[config.mk]
export PLATFORM = sky130hd
export DESIGN_NAME = accum_job_ctrl
export DESIGN_NICKNAME = d
export VERILOG_FILES = /design/src/rtl/accum_job_pkg.sv /design/src/rtl/acc_core.sv /design/src/rtl/accum_job_ctrl.sv
export SDC_FILE = /design/constraint.sdc
export NUM_CORES = 1
export LEC_CHECK = 0
export BUFFER_PORTS_ARGS = -buffer_cell sky130_fd_sc_hd__buf_2
export CAP_MARGIN = 10
export CORE_MARGIN = 2
export CORE_UTILIZATION = 38
export CTS_CLUSTER_DIAMETER = 200
export DETAILED_ROUTE_END_ITERATION = 10
export PLACE_DENSITY = 0.54
export SLEW_MARGIN = 30
export SYNTH_ARGS = -nofsm -noshare
export SYNTH_HDL_FRONTEND = slang
export SYNTH_SLANG_ARGS = --single-unit
[constraint.sdc]
create_clock -name clk -period 2.8 [get_ports clk]
set_input_delay 0.56 -clock clk [delete_from_list [all_inputs] [get_ports clk]]
set_output_delay 0.56 -clock clk [all_outputs]
set_load 0.03 [all_outputs]
[src/rtl/accum_job_pkg.sv]
// accum_job_pkg: shared widths, types and FSM state encodings for the accumulation job controller
package accum_job_pkg;
  localparam int DEF_DATA_W = 8;
  localparam int DEF_ADDR_W = 8;
  localparam int DEF_LEN_W  = 9;
  typedef logic [DEF_DATA_W-1:0] data_t;
  typedef logic [DEF_ADDR_W-1:0] addr_t;
  typedef logic [DEF_LEN_W-1:0]  len_t;
  typedef logic [1:0] state_t;
  localparam state_t S_IDLE  = 2'd0;
  localparam state_t S_RUN   = 2'd1;
  localparam state_t S_DRAIN = 2'd2;
  localparam state_t S_DONE  = 2'd3;
endpackage

[src/rtl/acc_core.sv]
// acc_core: unsigned accumulator register with carry detect; ACC_SAT_EN selects saturate instead of wrap
module acc_core #(
  parameter int DATA_W = 8
) (
  input  logic              clk,
  input  logic              rst,
  input  logic              clr_i,
  input  logic              en_i,
  input  logic [DATA_W-1:0] din_i,
  output logic [DATA_W-1:0] acc_o,
  output logic              ovf_pulse_o
);
  logic [DATA_W-1:0] acc_q, acc_d;
  logic [DATA_W:0]   sum;
  always_comb begin
    sum = {1'b0, acc_q} + {1'b0, din_i};
`ifdef ACC_SAT_EN
    acc_d = clr_i ? '0 : en_i ? (sum[DATA_W] ? '1 : sum[DATA_W-1:0]) : acc_q;
`else
    acc_d = clr_i ? '0 : en_i ? sum[DATA_W-1:0] : acc_q;
`endif
  end
  assign ovf_pulse_o = en_i & ~clr_i & sum[DATA_W];
  assign acc_o = acc_q;
  always_ff @(posedge clk)
    acc_q <= rst ? '0 : acc_d;
endmodule

[src/rtl/accum_job_ctrl.sv]
// accum_job_ctrl: sequences one accumulation job over a 1-cycle-latency operand RAM.
// Build option ACC_SAT_EN (in acc_core) saturates the sum instead of wrapping.
module accum_job_ctrl
  import accum_job_pkg::*;
#(
  parameter int DATA_W = DEF_DATA_W,
  parameter int ADDR_W = DEF_ADDR_W,
  parameter int LEN_W  = DEF_LEN_W
) (
  input  logic              clk,
  input  logic              rst,
  input  logic              start,
  input  logic [ADDR_W-1:0] start_base,
  input  logic [LEN_W-1:0]  start_len,
  input  logic              abort,
  output logic              busy,
  output logic              rd_en,
  output logic [ADDR_W-1:0] rd_addr,
  input  logic [DATA_W-1:0] rd_data,
  output logic              done,
  output logic [DATA_W-1:0] result,
  output logic              ovf
);
  state_t            state_q, state_d;
  logic [ADDR_W-1:0] base_q, base_d;
  logic [LEN_W-1:0]  len_q, len_d, idx_q, idx_d;
  logic [DATA_W-1:0] acc, result_q;
  logic              rd_en_q, ovf_job_q, ovf_q, clr, ovf_pulse;
  always_comb begin
    state_d = state_q;
    base_d  = base_q;
    len_d   = len_q;
    idx_d   = idx_q;
    clr     = 1'b0;
    if (state_q == S_IDLE) begin
      if (start) begin
        base_d  = start_base;
        len_d   = start_len;
        idx_d   = '0;
        clr     = 1'b1;
        state_d = (start_len == '0) ? S_DONE : S_RUN;
      end
    end else if (abort) begin
      state_d = S_IDLE;
    end else if (state_q == S_RUN) begin
      idx_d   = idx_q + 1'b1;
      state_d = (idx_q == len_q - 1'b1) ? S_DRAIN : S_RUN;
    end else begin
      state_d = (state_q == S_DRAIN) ? S_DONE : S_IDLE;
    end
  end
  assign busy    = state_q != S_IDLE;
  assign rd_en   = (state_q == S_RUN) & ~abort;
  assign rd_addr = base_q + ADDR_W'(idx_q);
  assign done    = (state_q == S_DONE) & ~abort;
  // The final sum is live from the accumulator during DONE, then held in result_q.
  assign result  = done ? acc : result_q;
  assign ovf     = done ? ovf_job_q : ovf_q;
  acc_core #(.DATA_W(DATA_W)) u_acc (
    .clk         (clk),
    .rst         (rst),
    .clr_i       (clr),
    .en_i        (rd_en_q & ~abort),
    .din_i       (rd_data),
    .acc_o       (acc),
    .ovf_pulse_o (ovf_pulse)
  );
  always_ff @(posedge clk) begin
    if (rst) begin
      state_q   <= S_IDLE;
      base_q    <= '0;
      len_q     <= '0;
      idx_q     <= '0;
      rd_en_q   <= 1'b0;
      ovf_job_q <= 1'b0;
      result_q  <= '0;
      ovf_q     <= 1'b0;
    end else begin
      state_q   <= state_d;
      base_q    <= base_d;
      len_q     <= len_d;
      idx_q     <= idx_d;
      rd_en_q   <= rd_en;
      ovf_job_q <= clr ? 1'b0 : (ovf_job_q | ovf_pulse);
      if (done) begin
        result_q <= acc;
        ovf_q    <= ovf_job_q;
      end
    end
  end
endmodule

==> results of run 1 <==
-- sequential cells by signal, summed over array words and instances (netlist names) --
signal and count:
idx_q 9, ovf_q 1, len_q 9, result_q 8, ovf_job_q 1, state_q 2
rd_en_q 1, base_q 8, u_acc.acc_o 8
-- cells in the mapped netlist, drive strengths merged, types with 3 or more instances --
cell / number
a211oi: 3
a21oi: 33
buf: 3
clkbuf: 9
dfxtp: 47
ha: 17
inv: 15
mux2: 8
nand2: 51
nand2b: 8
nand3: 8
nand4: 5
nor2: 24
nor2b: 13
nor3: 6
o21a: 3
o21ai: 11
or2: 3
xnor2: 14
xor2: 12
-- path summary, 6_finish.rpt --
path                                    to  startpoint  cells past startpoint
worst max-delay path            rd_addr[6]    idx_q[0]                     10
worst min-delay path             base_q[5]   base_q[5]                      2
worst max register to register  state_q[0]    len_q[0]                      8
worst min register to register   base_q[5]   base_q[5]                      2
-- cell type report --
cell class	instances	share of cell area
flip-flops and latches	47	0.302
inverters	15	0.0180
clock inverters	2	0.0192
repair buffers	55	0.0944
well taps	80	0.0320
clock buffers	6	0.0232
multi-input cells	245	0.511
-- power groups by stage --
stage	clock network (mW)	registers, mW	logic [mW]
CTS	0.611	0.713	0.252
floorplan	0	0.723	0.176
detailed placement	0	0.728	0.250
global route	0.633	0.716	0.279
finish	0.588	0.712	0.249
global placement	0	0.728	0.248
-- timing repair --
item	4_1_cts	5_1_grt
gates resized for setup	2	5
buffers inserted	0	1
endpoints found under the setup margin	2	2
pin swaps	0	1
hold buffers	0	0
-- worst max-delay path, stage by stage (launching register included) --
cell and delay [ns]:
dfxtp_1 0.34, ha_2 0.19, inv_1 0.05, fa_2 0.34, nor2b_1 0.11, o21ai_0 0.10, a21oi_1 0.19, o21a_1 0.14
nor2_1 0.05, xnor2_1 0.14, buf_4 0.18
-- layer usage --
layer | vias to the layer above | global-route usage | part of all wire
li1 | 1192 | - | -
met1 | 1026 | 0.201 | 0.48
met2 | 35 | 0.278 | 0.48
met3 | 8 | 0.0284 | 0.030
met4 | 0 | 0.0545 | 0.015
met5 | - | 0 | 0
-- cells by family (layout without fill, tap and decap cells) --
group / after synthesis / count (layout) / share of synthesized area
compound gates: 66 / 66 / 0.154
xor+xnor: 26 / 26 / 0.0867
fa+ha+maj: 19 / 19 / 0.0963
buf+inv: 27 / 78 / 0.0386
flops: 47 / 47 / 0.358
mux: 8 / 8 / 0.0343
simple gates: 126 / 126 / 0.231
==> flow_summary.yaml, run 1 <==
power:
  powerDensity_mw_per_mm2: 495
  p_int_mw: 1.15
  p_switching_mw: 0.399
  irDropWorstVdd_mv: 0.204
  p_comb_frac: 0.161
  netSwitchingFraction: 0.258
  clockPowerShare: 0.380
  p_leak_nw: 1.36
  totalPowerFinal_mw: 1.55
  seq_power_share: 0.460
finish:
  nets: 417
  antenna_cells: 0
  layout_common_cells: "50 x nand2_1, 47 x buf_2, 45 x dfxtp_1"
  layout-drive-gt1-share: 0.214
  stdcell_count: 450
  multiInputGateArea_sq_mm: 0.00160
  areaGrowthSynthToFinish_pct: 19.1
  fillers: 714
  layout_commonest_cell: "nand2_1"
  fin_area_sq_mm: 0.00313
  seqCellArea_sq_um: 943
  fin_util: 0.463
synth:
  ys_seq_area_frac: 0.358
  synthArstFlopShare: 0
  yosys.cell_types.count: 45
  ys_warn_count: 0
  synth_top_area_cell: "dfxtp_1"
  syn_area_sq_mm: 0.00263
  syn_area_per_cell_sq_um: 8.23
  syn_nets: 367
  synth_ff_type: "dfxtp_1"
  synth_edf_count: 0
  synth_seq_cells: 47
  synth_top_area_frac: 0.358
  synth.area.top_cells: "dfxtp_1 36%, ha_1 8.1%, nand2_1 7.1%, a21oi_1 6.3%, xnor2_1 4.7%"
  syn_inst: 319
global_route:
  grt_max_degree: 25
  antenna_found_initial: 0
  overflow: 0
  grt_pass1_wl_mm: 9.62
  grt_pass1_vias: 2143
  grt_util_all_layers: 0.161
timing:
  period_needed_ns: 2.68
  setup_viol: 0
  clock-skew-final_ns: 0.00748
  timing.final.crit_share: 0.957
  setup_ws_ns: 0.122
  grt_setup_unrepaired: "true"
  hold_ws_ns: 0.464
  fmax_ghz: 0.373
  worstMarginPinSlew_ns: 0.601
  slew_headroom: 0.599
  slew_viol_final: 0
  tns_ns: 0
  hold_viol: 0
routing:
  vias_per_cell: 5.02
  drt-initial-drc-count: 47
  routed_wl_mm: 5.69
  first_pass_iters: 4
  num_vias: 2261
  wl_per_cell_um: 12.6
  ant_nets: 0
  drc_errors: 0
worst_setup_path:
  worstPathArrival_ns: 2.12
  endpoint_kind: "output pin"
  crit_path_start_kind: "register"
  critPathMaxFanout: 2
  worst_ep_required_time_ns: 2.24
  r2r_slack_ns: 0.71
  critical_path_class: "reg2out"
min_path:
  hp-class: "reg2reg"
floorplan:
  ioPinCount: 49
  core_sq_mm: 0.00676
  rows: 30
  die_y_um: 87.1
  start_util: 0.389
  dieArea_sq_mm: 0.00759
  fp.dieW_um: 87.1
clock_network:
  cts_sinks: 47
  clock_latency_ns: 0.30
  htreeDepth: 2
  root_buffer: "clkbuf_8"
  cts_tree: "done"
  clockBufferDepth: 2
  cts.clk_slew.worst_paths_ns: 0.08
  cts-buffers-inserted: 5
placement:
  post_dp_cell_area_sq_mm: 0.00297
  dp_cells: 441
  place_ws_ns: 0.300
  dp_hpwl_mm: 4.23
  routabilityCongestion: 0.789
  portBuffers: 48
run:
  cap_violations: 0
run_status:
  status: "complete, no violations"
(Power assumes the default switching activity.)
==> run 2: changes to the inputs <==
--- a/config.mk
+++ b/config.mk
@@ -5,6 +5,7 @@
 export SDC_FILE = /design/constraint.sdc
 export NUM_CORES = 1
 export LEC_CHECK = 0
+export ABC_AREA = 1
 export BUFFER_PORTS_ARGS = -buffer_cell sky130_fd_sc_hd__buf_2
 export CAP_MARGIN = 10
 export CORE_MARGIN = 2
==> run 2 against run 1 <==
First-iteration DRC count up 94%. Design area up 5.0%. Synthesized cell count up 23%. Register-to-register slack better by 0.21 ns. Fmax up 2.9%. Combinational power up 33%. Utilization down 0.52 points. Clock power up 0.9%. Routed wire length up 13%. Global-route usage up 0.99 points. Largest cell class unchanged. Largest power group unchanged.
==> flow_summary.yaml, run 2 <==
run_status:
  status: "complete, no violations"
finish:
  stdcell_count: 545
  layout_commonest_cell: "nor2_1"
  layout_common_cells: "62 x nor2_1, 55 x inv_1, 52 x nand2_1"
  antenna_cells: 0
  layout-drive-gt1-share: 0.186
  nets: 493
  seqCellArea_sq_um: 941
  areaGrowthSynthToFinish_pct: 18.3
  fillers: 760
  fin_area_sq_mm: 0.00328
  largestRegisters: "idx_q (9), len_q (9)"
  multiInputGateArea_sq_mm: 0.00159
worst_setup_path:
  crit_path_start_kind: "register"
  critPathMostFrequentCell: "nor2_1"
  timing.rr.start: "u_acc.acc_o[0]"
  path_cells: "ha_1, inv_1, fa_1, o21ai_1, a21oi_1, nor2_1, nor2_1, xnor2_1, buf_2"
  cp_num_buf_inv: 2
  critical_path_class: "reg2out"
  worstPathArrival_ns: 2.04
  critPathMaxFanout: 2
  startpoint: "base_q[0]"
  endpoint_kind: "output pin"
  crit_slowest_cell: "fa_1"
  cpLargestDelayFamily: "adder cells"
  worst_ep_required_time_ns: 2.24
  cp_slowest_stage_delay_ns: 0.40
synth:
  synth.area.top_cells: "dfxtp_1 34%, nor2_1 8.4%, o21ai_0 7.8%, ha_1 7.7%, inv_1 7.4%"
  synth_ff_type: "dfxtp_1"
  ys_top_cells_by_count: "62 x nor2_1, 55 x inv_1, 52 x nand2_1"
  ys_warn_count: 0
  synthArstFlopShare: 0
  ys_seq_area_frac: 0.339
  yosys.cell_types.count: 34
  syn_area_sq_mm: 0.00278
  synth_top_area_frac: 0.339
  synth_edf_count: 0
  synthMostInstantiatedCell: "nor2_1"
  synth_top_area_cell: "dfxtp_1"
  synth_seq_cells: 47
  syn_area_per_cell_sq_um: 7.08
  syn_inst: 392
  syn_nets: 440
clock_network:
  root_buffer: "clkbuf_8"
  post-cts-setup-buffer-count: 0
  cts_sinks: 47
  clockBufferDepth: 2
  cts-resized-gates: 0
  htreeDepth: 2
  cts-buffers-inserted: 5
  cts_tree: "done"
  cts.clk_slew.worst_paths_ns: 0.09
  clock_latency_ns: 0.30
  holdBufCountCts: 0
floorplan:
  start_util: 0.387
  die_y_um: 89.5
  fp.dieW_um: 89.5
  core_sq_mm: 0.00718
  ioPinCount: 49
  dieArea_sq_mm: 0.00800
  rows: 31
placement:
  routabilityCongestion: 0.808
  dp_hpwl_mm: 5.04
  post_dp_cell_area_sq_mm: 0.00315
  portBuffers: 48
  dp_cells: 537
  place_ws_ns: 0.441
timing:
  grt_setup_unrepaired: "false"
  hold_viol: 0
  tns_ns: 0
  worstMarginPinSlew_ns: 0.525
  clock-skew-final_ns: 0.00718
  period_needed_ns: 2.60
  setup_viol: 0
  fmax_ghz: 0.384
  slew_viol_final: 0
  slew_headroom: 0.649
  setup_ws_ns: 0.197
  timing.final.crit_share: 0.930
run:
  cap_violations: 0
global_route:
  antenna_found_initial: 0
  overflow: 0
  met3_usage: 0.0332
  grt_util_all_layers: 0.171
  grt_max_degree: 21
  met1_usage: 0.202
  grt_pass1_vias: 2352
  top_usage_layer: "met2"
  use_met2: 0.312
  grt_pass1_wl_mm: 10.4
power:
  p_comb_frac: 0.200
  clockPowerShare: 0.360
  p_switching_mw: 0.471
  irDropWorstVdd_mv: 0.186
  powerDensity_mw_per_mm2: 501
  p_int_mw: 1.18
  totalPowerFinal_mw: 1.65
  seq_power_share: 0.439
  p_leak_nw: 1.71
  netSwitchingFraction: 0.286
routing:
  wl_per_cell_um: 11.8
  num_vias: 2555
  drt-initial-drc-count: 91
  routed_wl_mm: 6.42
  first_pass_iters: 4
  vias_per_cell: 4.69
  drc_errors: 0
  ant_nets: 0
min_path:
  min-delay-start: "idx_q[8]"
  hp-class: "reg2reg"
[run 2: changes by cell type after synthesis, sizes merged, moves of 3 or more]
cell    before  now
or2          3   10
mux2         8    0
clkbuf       9    4
nor2        24   67
inv         15   55
nor2b       13    0
xnor2       14    4
o21a         3    0
nand2b       8    0
nand3        8   15
o21ai       11   44
nand2       51   55
[run 2: power by group through the flow]
stage	logic [mW]	clock network (mW)	registers, mW
after CTS	0.334	0.615	0.724
after global placement	0.331	0	0.738
after global routing	0.375	0.641	0.728
after detailed placement	0.333	0	0.740
final	0.330	0.593	0.723
after floorplan	0.243	0	0.734
[run 2: stage by stage]
step,util,hold WS [ns]
6_report,0.458,0.475
5_1_grt,0.458,0.499
4_1_cts,0.458,0.479
3_5_place_dp,0.439,0.463
3_3_place_gp,0.439,0.453
2_1_floorplan,-,0.432
[run 2: cell type report]
type	instances	share of cell area
repair buffers	54	0.0869
well taps	99	0.0377
clock inverters	2	0.0183
multi-input cells	280	0.483
clock buffers	6	0.0221
flip-flops and latches	47	0.287
inverters	57	0.0652
[run 2: logic make-up after synthesis]
| family | Yosys count | synth area share |
|---|---|---|
| and+or+nand+nor | 159 | 0.257 |
| xor gates and xnor gates | 17 | 0.0586 |
| AOI/OAI and AO/OA | 85 | 0.165 |
| DFF | 47 | 0.339 |
| adders and majority gates | 19 | 0.0911 |
| buffers and inverters | 65 | 0.0893 |
[run 2: final timing paths]
kind / to / slack (ns) / depth (start not counted)
setup / recovery: rd_addr[6] / 0.20 / 9
hold / removal: idx_q[8] / 0.47 / 1
setup reg to reg: u_acc.acc_o[6] / 0.92 / 10
hold reg to reg: idx_q[8] / 0.47 / 1
[run 2: worst reg2reg max path: cells and delay by family (launching register included)]
family	cells	cell delay (ns)
AND/OR/NAND/NOR	2	0.13
buffers and inverters	2	0.08
XOR/XNOR	1	0.14
adder cells (fa/ha/maj)	2	0.59
AO/OA/AOI/OAI	3	0.46
flip-flops	1	0.38
[run 2: per-layer routing]
metal | vias up | routed length (um)
li1 | 1373 | -
met1 | 1137 | 2880
met2 | 36 | 3280
met3 | 9 | 177
met4 | 0 | 79
met5 | - | 0
